$ cat src/rtl/mem_interface_pkg.sv
// Shared memory request/response types plus arbiter owner IDs.
// Used by mem_port_arbiter and its ID FIFO.
package mem_interface_pkg;

  localparam int MEM_ARB_MAX_OUTSTANDING_DEFAULT = 4;

  typedef enum logic {
    ARB_I = 1'b0,
    ARB_D = 1'b1
  } arb_id_e;

  typedef struct packed {
    logic        valid;
    logic        we;
    logic [31:0] addr;
    logic [31:0] wdata;
    logic [3:0]  be;
  } mem_req_t;

  typedef struct packed {
    logic        ready;
    logic        rvalid;
    logic [31:0] rdata;
  } mem_resp_t;

endpackage

$ cat src/rtl/mem_port_arbiter_if.sv
// Bus bundle between IF/MEM requesters, the arbiter and memory.
// slave = arbiter side, master = surrounding pipeline/memory side.
interface mem_port_arbiter_if;
  import mem_interface_pkg::*;

  mem_req_t  i_req_i;
  mem_resp_t i_resp_o;
  mem_req_t  d_req_i;
  mem_resp_t d_resp_o;
  mem_req_t  m_req_o;
  mem_resp_t m_resp_i;

  modport slave (
    input  i_req_i, d_req_i, m_resp_i,
    output i_resp_o, d_resp_o, m_req_o
  );

  modport master (
    output i_req_i, d_req_i, m_resp_i,
    input  i_resp_o, d_resp_o, m_req_o
  );
endinterface

$ cat src/rtl/arb_id_fifo.sv
// In-order owner-ID FIFO for mem_port_arbiter.
// Power-of-two depth, so pointers simply wrap.
module arb_id_fifo
  import mem_interface_pkg::*;
#(
  parameter  int DEPTH = MEM_ARB_MAX_OUTSTANDING_DEFAULT,
  localparam int AW    = $clog2(DEPTH),
  localparam int CW    = $clog2(DEPTH + 1)
) (
  input  logic          clk_i,
  input  logic          rst_i,
  input  logic          push_i,
  input  arb_id_e       din_i,
  input  logic          pop_i,
  output arb_id_e       head_o,
  output logic [CW-1:0] count_o,
  output logic          full_o,
  output logic          empty_o
);
  arb_id_e       r_mem [DEPTH];
  logic [AW-1:0] r_wp;
  logic [AW-1:0] r_rp;
  logic [CW-1:0] r_cnt;
  logic          w_push;
  logic          w_pop;

  assign full_o  = (r_cnt == CW'(DEPTH));
  assign empty_o = (r_cnt == '0);
  assign w_push  = push_i && !full_o;
  assign w_pop   = pop_i && !empty_o;
  assign head_o  = r_mem[r_rp];
  assign count_o = r_cnt;

  always_ff @(posedge clk_i) begin
    if (w_push) r_mem[r_wp] <= din_i;
  end

  always_ff @(posedge clk_i) begin
    if (rst_i) begin
      r_wp  <= '0;
      r_rp  <= '0;
      r_cnt <= '0;
    end else begin
      if (w_push) r_wp <= r_wp + AW'(1);
      if (w_pop)  r_rp <= r_rp + AW'(1);
      r_cnt <= r_cnt + CW'(w_push) - CW'(w_pop);
    end
  end
endmodule

$ cat src/rtl/mem_port_arbiter.sv
// I/D memory port arbiter with in-order response steering.
// MEM_ARB_ROUND_ROBIN_EN selects round-robin, else fixed D priority.
module mem_port_arbiter
  import mem_interface_pkg::*;
#(
  parameter  int MAX_OUTSTANDING = MEM_ARB_MAX_OUTSTANDING_DEFAULT,
  localparam int CW = $clog2(MAX_OUTSTANDING + 1)
) (
  input  logic              clk_i,
  input  logic              rst_i,
  mem_port_arbiter_if.slave bus,
  output logic [CW-1:0]     pending_o,
  output logic              err_o
);
  logic      w_iv, w_dv, w_gv, w_hv;
  logic      w_full, w_empty, w_accept;
  logic      w_rv, w_pop;
  arb_id_e   w_pick, w_grant, w_head;
  arb_id_e   r_hold_id;
  logic      r_hold, r_err;
  mem_req_t  w_mreq;
  mem_resp_t w_iresp, w_dresp;

  assign w_iv = bus.i_req_i.valid && !rst_i;
  assign w_dv = bus.d_req_i.valid && !rst_i;

`ifdef MEM_ARB_ROUND_ROBIN_EN
  arb_id_e r_last;

  always_comb begin
    w_pick = ARB_D;
    if (w_iv && w_dv)
      w_pick = (r_last == ARB_D) ? ARB_I : ARB_D;
    else if (w_iv)
      w_pick = ARB_I;
  end

  always_ff @(posedge clk_i) begin
    if (rst_i)         r_last <= ARB_I;
    else if (w_accept) r_last <= w_grant;
  end
`else
  assign w_pick = (w_iv && !w_dv) ? ARB_I : ARB_D;
`endif

  // A stalled grant stays put while its requester keeps valid.
  assign w_hv     = (r_hold_id == ARB_I) ? w_iv : w_dv;
  assign w_grant  = (r_hold && w_hv) ? r_hold_id : w_pick;
  assign w_gv     = (w_grant == ARB_I) ? w_iv : w_dv;
  assign w_accept = w_gv && bus.m_resp_i.ready && !w_full;
  assign w_rv     = bus.m_resp_i.rvalid && !rst_i;
  assign w_pop    = w_rv && !w_empty;

  arb_id_fifo #(.DEPTH(MAX_OUTSTANDING)) u_fifo (
    .clk_i   (clk_i),
    .rst_i   (rst_i),
    .push_i  (w_accept),
    .din_i   (w_grant),
    .pop_i   (w_pop),
    .head_o  (w_head),
    .count_o (pending_o),
    .full_o  (w_full),
    .empty_o (w_empty)
  );

  always_ff @(posedge clk_i) begin
    if (rst_i) begin
      r_hold    <= 1'b0;
      r_hold_id <= ARB_D;
      r_err     <= 1'b0;
    end else begin
      r_hold    <= w_gv && !w_accept;
      r_hold_id <= w_grant;
      if (w_rv && w_empty) r_err <= 1'b1;
    end
  end

  always_comb begin
    w_mreq = (w_grant == ARB_I) ? bus.i_req_i
                                : bus.d_req_i;
    w_mreq.valid = w_gv && !w_full;
    w_iresp = '0;
    w_dresp = '0;
    w_iresp.ready = w_accept && (w_grant == ARB_I);
    w_dresp.ready = w_accept && (w_grant == ARB_D);
    unique case (1'b1)
      w_pop && (w_head == ARB_I): begin
        w_iresp.rvalid = 1'b1;
        w_iresp.rdata  = bus.m_resp_i.rdata;
      end
      w_pop && (w_head == ARB_D): begin
        w_dresp.rvalid = 1'b1;
        w_dresp.rdata  = bus.m_resp_i.rdata;
      end
      default: ;
    endcase
  end

  assign bus.m_req_o  = w_mreq;
  assign bus.i_resp_o = w_iresp;
  assign bus.d_resp_o = w_dresp;
  assign err_o        = r_err;
endmodule

$ cat src/flat_wrapper.sv
// flat-port wrapper written by rule: the top's interface ports become plain ports
module mem_port_arbiter_flat import mem_interface_pkg::*;
#(
  parameter  int MAX_OUTSTANDING = MEM_ARB_MAX_OUTSTANDING_DEFAULT,
  localparam int CW = $clog2(MAX_OUTSTANDING + 1)
)
  (clk_i, rst_i, pending_o, err_o, bus_i_req_i, bus_d_req_i, bus_m_resp_i, bus_i_resp_o, bus_d_resp_o, bus_m_req_o);
  mem_port_arbiter_if bus_i ();
  input  logic clk_i;
  input  logic rst_i;
  output logic [CW-1:0] pending_o;
  output logic err_o;
  input wire logic [$bits(bus_i.i_req_i)-1:0] bus_i_req_i;
  input wire logic [$bits(bus_i.d_req_i)-1:0] bus_d_req_i;
  input wire logic [$bits(bus_i.m_resp_i)-1:0] bus_m_resp_i;
  output wire logic [$bits(bus_i.i_resp_o)-1:0] bus_i_resp_o;
  output wire logic [$bits(bus_i.d_resp_o)-1:0] bus_d_resp_o;
  output wire logic [$bits(bus_i.m_req_o)-1:0] bus_m_req_o;
  assign bus_i.i_req_i = bus_i_req_i;
  assign bus_i.d_req_i = bus_d_req_i;
  assign bus_i.m_resp_i = bus_m_resp_i;
  assign bus_i_resp_o = bus_i.i_resp_o;
  assign bus_d_resp_o = bus_i.d_resp_o;
  assign bus_m_req_o = bus_i.m_req_o;
  mem_port_arbiter #(.MAX_OUTSTANDING(MAX_OUTSTANDING)) u_core (.clk_i(clk_i), .rst_i(rst_i), .bus(bus_i), .pending_o(pending_o), .err_o(err_o));
endmodule
$ cat config.mk
export PLATFORM = sky130hd
export DESIGN_NAME = mem_port_arbiter_flat
export DESIGN_NICKNAME = d
export VERILOG_FILES = /design/src/rtl/mem_interface_pkg.sv /design/src/rtl/mem_port_arbiter_if.sv /design/src/rtl/arb_id_fifo.sv /design/src/rtl/mem_port_arbiter.sv /design/src/flat_wrapper.sv
export SDC_FILE = /design/constraint.sdc
export NUM_CORES = 1
export LEC_CHECK = 0
export BUFFER_PORTS_ARGS = -buffer_cell sky130_fd_sc_hd__buf_2
export CAP_MARGIN = 20
export CORE_AREA = 2 2 125 127
export CTS_CLUSTER_DIAMETER = 30
export DETAILED_ROUTE_END_ITERATION = 10
export DIE_AREA = 0 0 127 129
export MAX_ROUTING_LAYER = met4
export PLACE_DENSITY = 0.51
export SLEW_MARGIN = 20
export SYNTH_ARGS = -nofsm -noshare
export SYNTH_HDL_FRONTEND = slang
export SYNTH_SLANG_ARGS = --single-unit
$ cat constraint.sdc
create_clock -name clk_i -period 5.8 [get_ports clk_i]
set_clock_uncertainty 0.1 [all_clocks]
set_input_delay 0 -clock clk_i [delete_from_list [all_inputs] [get_ports clk_i]]
set_output_delay 0 -clock clk_i [all_outputs]
set_load 0.005 [all_outputs]
; Word-level counts from Yosys, hierarchy flattened
; Memories as Yosys holds them, arrays and structs flattened. A register that Yosys moved wholly into a read port is not among the register bits.
; Cells that the tools add are included.
[totals]
reg_bits = 10
mem_bits_rw = 4
input_bits = 176
out_inout_bits = 142
word_cells = 48
n_memories = 1
[memory_table]
columns = memory, depth, word_bits, read_ports, rd_clocked_by_memory_dff, write_ports, line
row1 = u_core.u_fifo.r_mem, 4, 1, 1, 1, 1, arb_id_fifo.sv:20  ; arb_id_e r_mem [DEPTH];
[op_classes]
n_addsub = 4
eq_ne = 1
mux = 11
bitwise_logic = 2
reduce_logical = 23
[op_table]
columns = operator, count
row1 = two-way mux 69 bit, 1
row2 = two-way mux 33 bit, 2
row3 = logical AND 1 bit, 17
row4 = two-way mux 1 bit, 6
row5 = logical NOT 1 bit, 5
row6 = "adder 2 x 1 -> 2 bit, second input constant", 2
row7 = two-way mux 2 bit, 2
row8 = adder 3 x 1 -> 3 bit, 1
row9 = "equality test 3 bit, second input constant", 1
row10 = logical NOT 3 bit, 1
row11 = subtractor 3 x 1 -> 3 bit, 1
row12 = NOT 1 bit, 2

; Longest topological paths before layout
[logic_depth]
depth_word = 12
depth_mapped = 11
depth_no_buf = 10

; Modules after synthesis
; Synthesis repeated with hierarchy kept, for this count alone.
[unflattened]
hier_cells = 228
hier_area_um2 = 2414.8
[by_module_without_submodules]
columns = mod, instances, cells_per_inst, area_per_inst_um2, seq_area_each_um2
row1 = mem_port_arbiter, 1, 172, 1795.5, 60.1
row2 = arb_id_fifo, 1, 56, 619.3, 300.3

; Least setup slack after synthesis
; OpenSTA, ideal clock, no wires.
[synth_timing]
kind = register to register
start = register u_core.u_fifo.r_cnt[1], in the netlist u_core.u_fifo.count_o[1]
end = register u_core.u_fifo.r_cnt[2], in the netlist u_core.u_fifo.count_o[2]
setup_time_ps = 116
t_arrival_ps = 2196
t_required_ps = 5584
setup_slack_ps = 3387
stages_incl_launch_ff = 12
path_buffers = 2
period_less_slack_ps = 2413
path_cell_list = dfxtp_1 > nor3_1 > nor3b_2 > clkbuf_1 > buf_4 > ha_1 > inv_1 > ha_1 > inv_1 > fa_1 > xnor2_1 > nor2_1
[synth_between]
elab_cells_between_ends = 10
cone_classes = add/sub: 2 / eq/ne: 1 / reduce/logical: 7
[synth_lines]
columns = element, line
row1 = "start, declared", arb_id_fifo.sv:23  ; logic [CW-1:0] r_cnt;
row2 = "start signal, assigned", arb_id_fifo.sv:46  ; r_cnt <= r_cnt + CW'(w_push) - CW'(w_pop);
row3 = logical NOT 3 bit *, arb_id_fifo.sv:28  ; assign empty_o = (r_cnt == '0);
row4 = logical NOT 1 bit *, "arb_id_fifo.sv:30, mem_port_arbiter.sv:52"
row5 = logical AND 1 bit, mem_port_arbiter.sv:52  ; assign w_pop = w_rv && !w_empty;
row6 = logical AND 1 bit *, arb_id_fifo.sv:30  ; assign w_pop = pop_i && !empty_o;
row7 = via u_core.u_fifo.w_pop, arb_id_fifo.sv:25  ; logic w_pop;
row8 = subtractor 3 x 1 -> 3 bit *, arb_id_fifo.sv:46
; The timed path passes the listed nets; every way through them passes the cells marked *.
; A chain may end at the register's enable or synchronous reset.

; Final worst setup path
[layout_timing]
start = register u_core.u_fifo.r_cnt[1], in the netlist u_core.u_fifo.count_o[1]
end = register u_core.u_fifo.r_cnt[2], in the netlist u_core.u_fifo.count_o[2]
[layout_between]
elab_chain_cells = 6
elab_cells_between_ends = 10
cone_classes = add/sub: 2 / eq/ne: 1 / reduce/logical: 7
[layout_lines]
columns = element, line
row1 = equality test 3 bit, arb_id_fifo.sv:27  ; assign full_o = (r_cnt == CW'(DEPTH));
row2 = logical NOT 1 bit, "arb_id_fifo.sv:29, mem_port_arbiter.sv:50"
row3 = logical AND 1 bit, mem_port_arbiter.sv:50  ; assign w_accept = w_gv && bus.m_resp_i.ready && !w_full;
row4 = logical AND 1 bit, arb_id_fifo.sv:29  ; assign w_push = push_i && !full_o;
row5 = adder 3 x 1 -> 3 bit, arb_id_fifo.sv:46
row6 = subtractor 3 x 1 -> 3 bit *, arb_id_fifo.sv:46
; Every way passes the cells marked *; elsewhere a longest branch is shown, timed or not.

==> qor.txt <==
H-tree depth - 1
post-synthesis compound-gate area fraction - 2.36%
total CTS buffers - 3
antenna violations before repair - 2
Synth top area share - 22.9%
filler cell count in the final layout - 1653
Root Buffer - clkbuf_16
NumNets Final - 716
CORE AREA - 15000 um2
IR drop worst, VDD - 131 uV
Setup CP Type - register to register
largest family of logic cells by synthesized area - multiplexers
Yosys top cell by area - mux2_2
io pins - 318
predominant post-synthesis flop cell - dfxtp_1
synth cell count leaders - 65 x and3_1, 42 x mux2_2, 28 x mux2_1, 12 x clkbuf_1, 12 x dfxtp_1
Post-Place Worst Slack - 3.24 ns
starting density of the core - 13.8%
vias in the first global route - 2476
drt via density - 3.88
largest net degree at the start of global routing - 71
Mapped Area - 2070 um2
DP HPWL - 8490 um
mux share of post-synthesis cell area - 41.1%
Post-DRT Antenna Nets - 0
RSZ-0062 raised after global routing - no
CP endpoint kind - register
Area contributors post-synth - mux2_2 23%, and3_1 20%, mux2_1 15%, dfxtp_1 12%, edfxtp_1 5.8%
Slew @ Worst Pin - 0.889 ns
R2R Setup Slk - 3.24 ns
CTS tree - yes
Unique masters post-synth - 31
Avg Cell Area, Syn - 9.18 um2
Synth Area in Adders - 4.60%
Final WS setup - 3.24 ns
first-pass GRT wire length - 13500 um
clk slew on worst S/H paths - 0.05 ns
min Tclk post-route - 2.56 ns
setup_tns - 0 ns
number of synthesized flops with an enable pin - 4
GRT Total Usage - 10.9%
Die Wd - 127 um
register area share after synthesis - 17.4%
total vias in the final route - 2800
status - finished, final reports clean
YS warnings - 0
initial drt markers - 85
clk sink count - 16
layout cells sized above 1 - 69.7%
DRC Markers - 0
# rows - 45
worst endpoint required time - 5.83 ns
Slew Viols, Final - 0
Setup crit start kind - register
Die Height - 129 um
Post-Synth XOR/XNOR Area - 0.848%
Leak Pwr - 2.40 nW
Setup violations, final - 0
fmax - 390 MHz
hold crit path type - primary input to register
gr ovfl total - 0
Max Root-Sink Buffers - 2
final hold vios - 0
drt pass-1 iters - 6
IO buf count - 317
Max transition margin - 40.7%
flop and latch count out of synthesis - 16
die area - 16400 um2
clk_lat worst skew - 0.24 ns
WL final - 9880 um
number of setup buffers added after CTS - 0
Data arrival, critical path - 2.59 ns
routability cong. - 0.848
wire per inst - 13.7 um
synthesized net count - 408
pwr/cell area - 157 nW/um2
max_cap viols - 0
crit share post-route - 44.2%
crit-path max FO - 7
asr flop ratio synth - 0%
count leader, synth - and3_1
synthesis-to-finish area growth - 90.6%
Synth Instances - 225
simple-gate area share of the yosys netlist - 27.0%
-- path summary, 6_finish.rpt --
check                           start                  endpoint  depth (start not counted)
max          u_core.u_fifo.count_o[1]  u_core.u_fifo.count_o[2]                         10
min                   bus_d_req_i[69]    u_core.u_fifo.r_mem[1]                          3
max reg2reg  u_core.u_fifo.count_o[1]  u_core.u_fifo.count_o[2]                         10
min reg2reg     u_core.u_fifo.r_rp[0]     u_core.u_fifo.r_rp[0]                          1
-- layout by cell type (no fill, tap or decap), types with 3 or more instances in the layout --
cell and instances:
and2_1 9, and3_1 65, buf_2 317, buf_4 3, clkbuf_16 3, dfxtp_1 12, dlygate4sd3_1 4, edfxtp_1 4
ha_1 6, inv_1 8, mux2_1 28, mux2_2 42, mux2i_1 5, nor2_1 4
-- layer usage --
layer	part of all wire, %	wire length, um	up-vias	GRT usage, %
met1	38	3740	1198	11.7
met2	53	5250	167	20.9
li1	-	-	1431	-
met4	1.0	99	0	1.81
met5	0	0	-	-
met3	7.9	782	4	2.37
-- power by group --
part	leakage [nW]	switching, mW	total (mW)	internal, mW
Combinational	2.23	0.162	0.334	0.172
Clock	0.0385	0.0403	0.132	0.0913
Sequential	0.133	0.0169	0.150	0.134
Total	2.40	0.219	0.616	0.397
-- metrics by stage --
step	power [mW]	cell area [um2]	util, %	hold WS, ns	instances
global route	0.664	3940	26.3	0.125	722
CTS	0.624	3930	26.2	0.105	720
floorplan	0.318	2070	-	0.0146	225
global placement	0.488	3810	25.5	0.170	712
detailed placement	0.485	3810	25.5	0.177	712
finish	0.616	3940	26.3	0.0868	722
-- final cells by class --
type / instances / area [um2] / share of cell area (%)
diodes: 2 / 5.00 / 0.127
clock buffers: 3 / 75.1 / 1.91
clock inverters: 1 / 3.75 / 0.0954
inverters: 8 / 30.0 / 0.763
multi-input cells: 180 / 1580 / 40.1
flip-flops and latches: 16 / 360 / 9.15
well taps: 188 / 235 / 5.98
repair buffers: 324 / 1650 / 41.9
-- cells by family after synthesis --
logic type,Yosys count
xor gates and xnor gates,2
AOI/OAI and AO/OA,6
buffers and inverters,29
muxes,76
DFF,16
and+or+nand+nor,89
adders and majority gates,7
-- critical path: stages, from the launching register on --
cell     delay, ns
dfxtp_1       0.36
or3b_2        0.51
and3_1        0.25
inv_1         0.15
ha_1          0.24
inv_1         0.06
ha_1          0.14
inv_1         0.05
fa_1          0.37
xnor2_1       0.17
nor2_1        0.05
-- what timing repair did --
action	CTS	global route
hold buffers	4	0
endpoints found under the hold margin	5	0
resized for setup	0	0
(Power assumes the default switching activity.)
